<file path="config.mk">
export PLATFORM = sky130hd
export DESIGN_NAME = branch_target_buffer
export DESIGN_NICKNAME = d
export VERILOG_FILES = /design/src/rtl/bp_pkg.sv /design/src/rtl/branch_target_buffer_sat_ctr2.sv /design/src/rtl/branch_target_buffer.sv
export SDC_FILE = /design/constraint.sdc
export NUM_CORES = 1
export LEC_CHECK = 0
export CELL_PAD_IN_SITES_DETAIL_PLACEMENT = 2
export CELL_PAD_IN_SITES_GLOBAL_PLACEMENT = 2
export CORE_UTILIZATION = 43
export DETAILED_ROUTE_END_ITERATION = 10
export PLACE_DENSITY = 0.78
export SYNTH_ARGS = -nofsm -noshare
export SYNTH_HDL_FRONTEND = slang
export SYNTH_SLANG_ARGS = --single-unit
</file>
<file path="constraint.sdc">
create_clock -name clk -period 4.2 [get_ports clk]
set_input_delay 0.42 -clock clk [delete_from_list [all_inputs] [get_ports clk]]
set_output_delay 0.42 -clock clk [all_outputs]
set_load 0.02 [all_outputs]
</file>
<file path="src/rtl/bp_pkg.sv">
// Shared definitions for the branch target buffer and branch_prediction:
// 2-bit predictor counter encodings and next-PC mux select encodings.
package bp_pkg;

    // 2-bit saturating predictor states; bit 1 is the taken prediction.
    localparam logic [1:0] CTR_SNT = 2'b00;  // strongly not-taken
    localparam logic [1:0] CTR_WNT = 2'b01;  // weakly not-taken
    localparam logic [1:0] CTR_WT  = 2'b10;  // weakly taken
    localparam logic [1:0] CTR_ST  = 2'b11;  // strongly taken

    // Next-PC mux select encodings consumed by branch_prediction.
    localparam logic [1:0] MUX_PC_PLUS4     = 2'd0;
    localparam logic [1:0] MUX_TARGET_S1    = 2'd1;
    localparam logic [1:0] MUX_FALLTHROUGH4 = 2'd2;
    localparam logic [1:0] MUX_TARGET_S4    = 2'd3;

endpackage

</file>
<file path="src/rtl/branch_target_buffer_sat_ctr2.sv">
// 2-bit saturating up/down counter step: purely combinational next-state.
module sat_ctr2
    import bp_pkg::*;
(
    input  logic [1:0] cur,
    input  logic       inc,
    output logic [1:0] nxt
);

    // Step one toward ST when inc, toward SNT otherwise; hold at the rails.
    always_comb begin
        nxt = cur;
        if (inc) begin
            if (cur != CTR_ST) nxt = cur + 2'd1;
        end else begin
            if (cur != CTR_SNT) nxt = cur - 2'd1;
        end
    end

endmodule

</file>
<file path="src/rtl/branch_target_buffer.sv">
// Direct-mapped branch target buffer with 2-bit predictors.
// Stage-1 lookup is combinational on the stored arrays (no bypass of a
// same-cycle stage-4 write); stage-4 updates commit at the rising edge.
module branch_target_buffer
    import bp_pkg::*;
#(
    parameter int IDX_BITS = 4,
    parameter int PC_W     = 32,
    parameter int TAG_W    = PC_W - IDX_BITS - 2
) (
    input  logic            clk,
    input  logic            rst,
    input  logic            valid_s1,
    input  logic [PC_W-1:0] pc_s1,
    output logic            hit_s1,
    output logic            p_s1,
    output logic [PC_W-1:0] target_s1,
    input  logic [PC_W-1:0] pc_s4,
    input  logic [PC_W-1:0] target_s4,
    input  logic            deviated_s4,
    input  logic            write_rp,
    input  logic            write_rt,
    output logic [31:0]     lookup_count,
    output logic [31:0]     hit_count
);

    localparam int ENTRIES = 2 ** IDX_BITS;

    logic [ENTRIES-1:0] valid_q, valid_d;
    logic [1:0]         ctr_arr_q [ENTRIES];
    logic [TAG_W-1:0]   tag_arr_q [ENTRIES];
    logic [PC_W-1:0]    tgt_arr_q [ENTRIES];
    logic [31:0]        lookup_count_q, lookup_count_d;
    logic [31:0]        hit_count_q, hit_count_d;

    logic [IDX_BITS-1:0] idx1, idx4;
    logic [TAG_W-1:0]    tag1, tag4;
    logic [1:0]          ctr_step;
    logic [1:0]          ctr_wdata;
    logic                ctr_we;
    logic [3:0]          unused_pc_lsbs;

    // Word-aligned PCs: the two low bits never take part in index or tag.
    assign idx1 = pc_s1[IDX_BITS+1:2];
    assign tag1 = pc_s1[PC_W-1:IDX_BITS+2];
    assign idx4 = pc_s4[IDX_BITS+1:2];
    assign tag4 = pc_s4[PC_W-1:IDX_BITS+2];
    assign unused_pc_lsbs = {pc_s1[1:0], pc_s4[1:0]};

    // Counter update path for an existing entry (write_rp without write_rt).
    sat_ctr2 u_sat_ctr2 (
        .cur (ctr_arr_q[idx4]),
        .inc (deviated_s4),
        .nxt (ctr_step)
    );

    // Stage-1 lookup; forced quiet during reset and on any miss.
    always_comb begin
        hit_s1    = 1'b0;
        p_s1      = 1'b0;
        target_s1 = '0;
        if (valid_s1 && !rst && valid_q[idx1] && (tag_arr_q[idx1] == tag1)) begin
            hit_s1    = 1'b1;
            p_s1      = ctr_arr_q[idx1][1];
            target_s1 = tgt_arr_q[idx1];
        end
    end

    // Stage-4 write decode: allocation seeds a weak counter, otherwise step it.
    always_comb begin
        ctr_we    = write_rt | write_rp;
        ctr_wdata = ctr_step;
        if (write_rt) ctr_wdata = deviated_s4 ? CTR_WT : CTR_WNT;
        valid_d = valid_q;
        if (write_rt) valid_d[idx4] = 1'b1;
    end

    // Statistics next-state; both counters wrap naturally at 2^32.
    always_comb begin
        lookup_count_d = lookup_count_q + {31'd0, valid_s1};
        hit_count_d    = hit_count_q + {31'd0, hit_s1};
    end

    // Valid bits, predictor counters and statistics; reset wins over writes.
    always_ff @(posedge clk) begin
        if (rst) begin
            valid_q        <= '0;
            lookup_count_q <= '0;
            hit_count_q    <= '0;
            for (int i = 0; i < ENTRIES; i++) ctr_arr_q[i] <= CTR_WNT;
        end else begin
            valid_q        <= valid_d;
            lookup_count_q <= lookup_count_d;
            hit_count_q    <= hit_count_d;
            if (ctr_we) ctr_arr_q[idx4] <= ctr_wdata;
        end
    end

    // Tag and target storage: single write port, no reset needed since
    // the valid bit gates every read.
    always_ff @(posedge clk) begin
        if (!rst && write_rt) begin
            tag_arr_q[idx4] <= tag4;
            tgt_arr_q[idx4] <= target_s4;
        end
    end

    assign lookup_count = lookup_count_q;
    assign hit_count    = hit_count_q;

endmodule

</file>
==> flow_summary.toml <==
[drt]
via_count = 22917
via_per_inst = 6.12
route.detailed.drc = 0
drtIter0Drc = 2568
postRouteAntennaNets = 0
route.final.wire_length_um = 138000
dr.pass1.iters = 7
routedWlPerCell_um = 36.9

[floorplanning]
coreArea_um2 = 94900
io_pins = 200
die_h_um = 311
rows = 113
die_w_um = 311
start_util = 0.433
die_area_um2 = 96900

[timing]
timing.setup.tns_ps = -12420
slew_violations = 0
holdWs_ps = 384
period_share = 1.08
finClkSkew_ps = 41.1
max_freq_mhz = 220
finalHoldViolCount = 0
worst_slack_ps = -352
min_period_ps = 4550
setup_viol = 53
relSlewSlack = 0.326
rsz0062_at_grt = "true"
tightest_slew_ps = 1010

[pwr]
power_frac_seq = 0.509
p_int_w = 0.0174
p_comb_frac = 0.059
power_leakage_nw = 16.4
powerDensity_nw_per_um2 = 449
peakVddDrop_uv = 344
switching_power_w = 0.00512
p_sw_frac = 0.227
clkPwrFrac = 0.432

[grt]
grt_max_degree = 59
antenna_found_initial = 15
grt_pass1_vias = 24961
grt.total_usage = 0.287
grt_overflow = 0
grt_pass1_wl_um = 195000

[cells_and_area]
drive_gt1_frac = 0.305
nets = 2487
syn_to_final_growth_pct = 22.2
design_area_um2 = 50200
final_cell_mix = "960 x edfxtp_1, 270 x mux4_2, 156 x clkdlybuf4s50_1"
mostFrequentLayoutCell = "edfxtp_1"
layout.cells.non_filler = 3742
final_core_util = 0.530

[clock_network]
clockRootBuffer = "clkbuf_16"
clk_pin_slew_ps = 60
ctsLongestPathBuffers = 3
cts.sinks = 1040
ctsHoldBuffers = 0
cts_tree = "built"
cts_buffers = 111
htreeDepth = 3
clk_latency_ps = 710

[yosys]
synth.distinct_cells = 54
synth_top_area_cell = "edfxtp_1"
yosysWarnings = 0
syn_area_um2 = 41100
synth_area_leaders = "edfxtp_1 70%, mux4_2 15%, dfxtp_1 3.9%"
ys.flop_type = "edfxtp_1"
syn_inst = 2014
synth_top_area_frac = 0.701
syn_area_per_cell_um2 = 20.4
synth-edff-count = 960
synth-seq-cells = 1040
synth_fp_nets = 2120
synth-async-reset-ratio = 0
seq_area_frac_synth = 0.740

[critical_path]
critPathTopFamily = "simple AND/OR/NAND/NOR gates"
critPathMaxStageDelay_ps = 600
arrival_ps = 4130
r2r_setup_slack_ps = -320
rr_startpoint = "tag_arr_q[11][9]"
critPathMaxFanout = 10
worst_r2r_path_depth = 18
criticalPathCategory = "flip-flop to output pin"
worstPathRequired_ps = 3780
cp-start-kind = "flip-flop"
slowest_stage = "or4_4"
end_kind = "output pin"
r2r-end = "hit_count[22]"
path_buf_inv = 4
path_cells = "mux4_2 -> mux4_2 -> xnor2_2 -> buf_4 -> nand4_1 -> or4_4 -> buf_12 -> buf_12 -> nor4b_4 -> buf_4"

[job]
cap_violations = 0

[placement]
io_buffers = 195
placed_cells = 3505
placed_area_um2 = 45800
dpl.hpwl_um = 76500
gp_congestion = 0.774

[min_path]
holdPathEnd = "lookup_count[8]"
hold_path_class = "primary input to flip-flop"
hold_start = "rst"
whs_path_depth = 3

[status]
violations = "setup timing"
status = "finished, violations left"
[synthesized netlist by cell type, types with 4 or more instances]
cell type  count
buf_6          8
nor2_1       104
or2_2         14
mux2i_1       69
nand2b_1      10
and3_1         8
o22ai_1       17
o21ai_0        9
mux4_2       270
nand2_1       48
buf_1          8
buf_2         36
nor4b_1        5
clkbuf_1      40
or3_1          5
buf_4         16
nor4_1         6
xnor2_1       44
dfxtp_1       80
nand3_1       41
a21oi_1       11
a221oi_1       4
edfxtp_1     960
nand4_1       14
nor3_1        24
nor4b_2       29
a31oi_1        4
ha_1           4
inv_1         23
a22oi_1        9
xor2_1        47
nor2b_1       14
[cell type report]
type,instances,area [µm²]
tap,1265,1580
multi-input combinational,842,10900
fill,8060,44600
clock buffer,136,2920
clock inverter,65,537
antenna,8,20.0
inverter,24,92.6
timing repair buffer,362,3800
sequential,1040,30400
[flip-flops by register name (all words and copies together) (netlist names)]
| register | count |
|---|---|
| tgt_arr_q | 512 |
| hit_count | 32 |
| lookup_count | 32 |
| tag_arr_q | 416 |
| ctr_arr_q | 32 |
| valid_q | 16 |
[metal layers]
metal	share of wire	wire (µm)	vias up	GRT usage
met4	0.033	4620	12	0.109
li1	-	-	9007	-
met2	0.51	70400	1206	0.485
met3	0.071	9800	247	0.0587
met1	0.38	53100	12445	0.364
met5	0.00059	81	-	0
[stage by stage]
stage	setup WS, ps	total power [W]
finish	-352	0.0226
global route	-451	0.0231
CTS	-347	0.0227
detailed placement	-1060	0.0130
global placement	-828	0.0128
floorplan	-111	0.0124
[power groups by stage]
stage / clock (W) / sequential (W) / combinational [W]
after floorplan: 0 / 0.0117 / 0.000676
after global placement: 0 / 0.0117 / 0.00117
after detailed placement: 0 / 0.0117 / 0.00126
after CTS: 0.00988 / 0.0115 / 0.00132
after global routing: 0.0102 / 0.0115 / 0.00139
final: 0.00974 / 0.0115 / 0.00133
[kinds of logic (layout without fill, tap and decap cells)]
group                    after synthesis  after routing  synth area share
flip-flops                          1040           1040             0.740
multiplexers                         340            340             0.165
AND/OR/NAND/NOR                      337            337            0.0470
buffers and inverters                132            587            0.0161
XOR/XNOR                              91             91            0.0194
AO/OA/AOI/OAI                         69             69            0.0112
adder cells (fa/ha/maj)                5              5           0.00146
other                                  0              8                 0
[worst max path at each step]
stage / from / to / slack [ps] / cells after the start
floorplan: pc_s1[3] / hit_count[29] / -110 / 20
global placement: pc_s1[3] / hit_count[26] / -830 / 18
detailed placement: pc_s1[3] / hit_count[27] / -1060 / 18
CTS: tag_arr_q[4][22] / target_s1[19] / -350 / 10
global route: tag_arr_q[15][9] / hit_count[17] / -450 / 20
finish: tag_arr_q[11][9] / target_s1[17] / -350 / 10
[worst register-to-register path, stage by stage, from the launching register on]
cell	delay, ps
edfxtp_1	400
mux4_2	510
mux4_2	510
xnor2_2	140
buf_4	160
nand4_1	200
or4_4	600
nor3_4	220
buf_6	150
buf_6	110
ha_4	120
buf_6	90
ha_4	130
nand4_1	160
nor4_4	240
buf_4	190
nand4_1	180
xor2_1	240
nor2_1	60
[what timing repair did]
action / CTS / global route
cloned: 2 / 0
gates resized for setup: 287 / 50
pin swaps: 17 / 17
setup endpoints to repair: 64 / 59
buffers inserted: 16 / 14
Power figures use the tool's default switching activity.
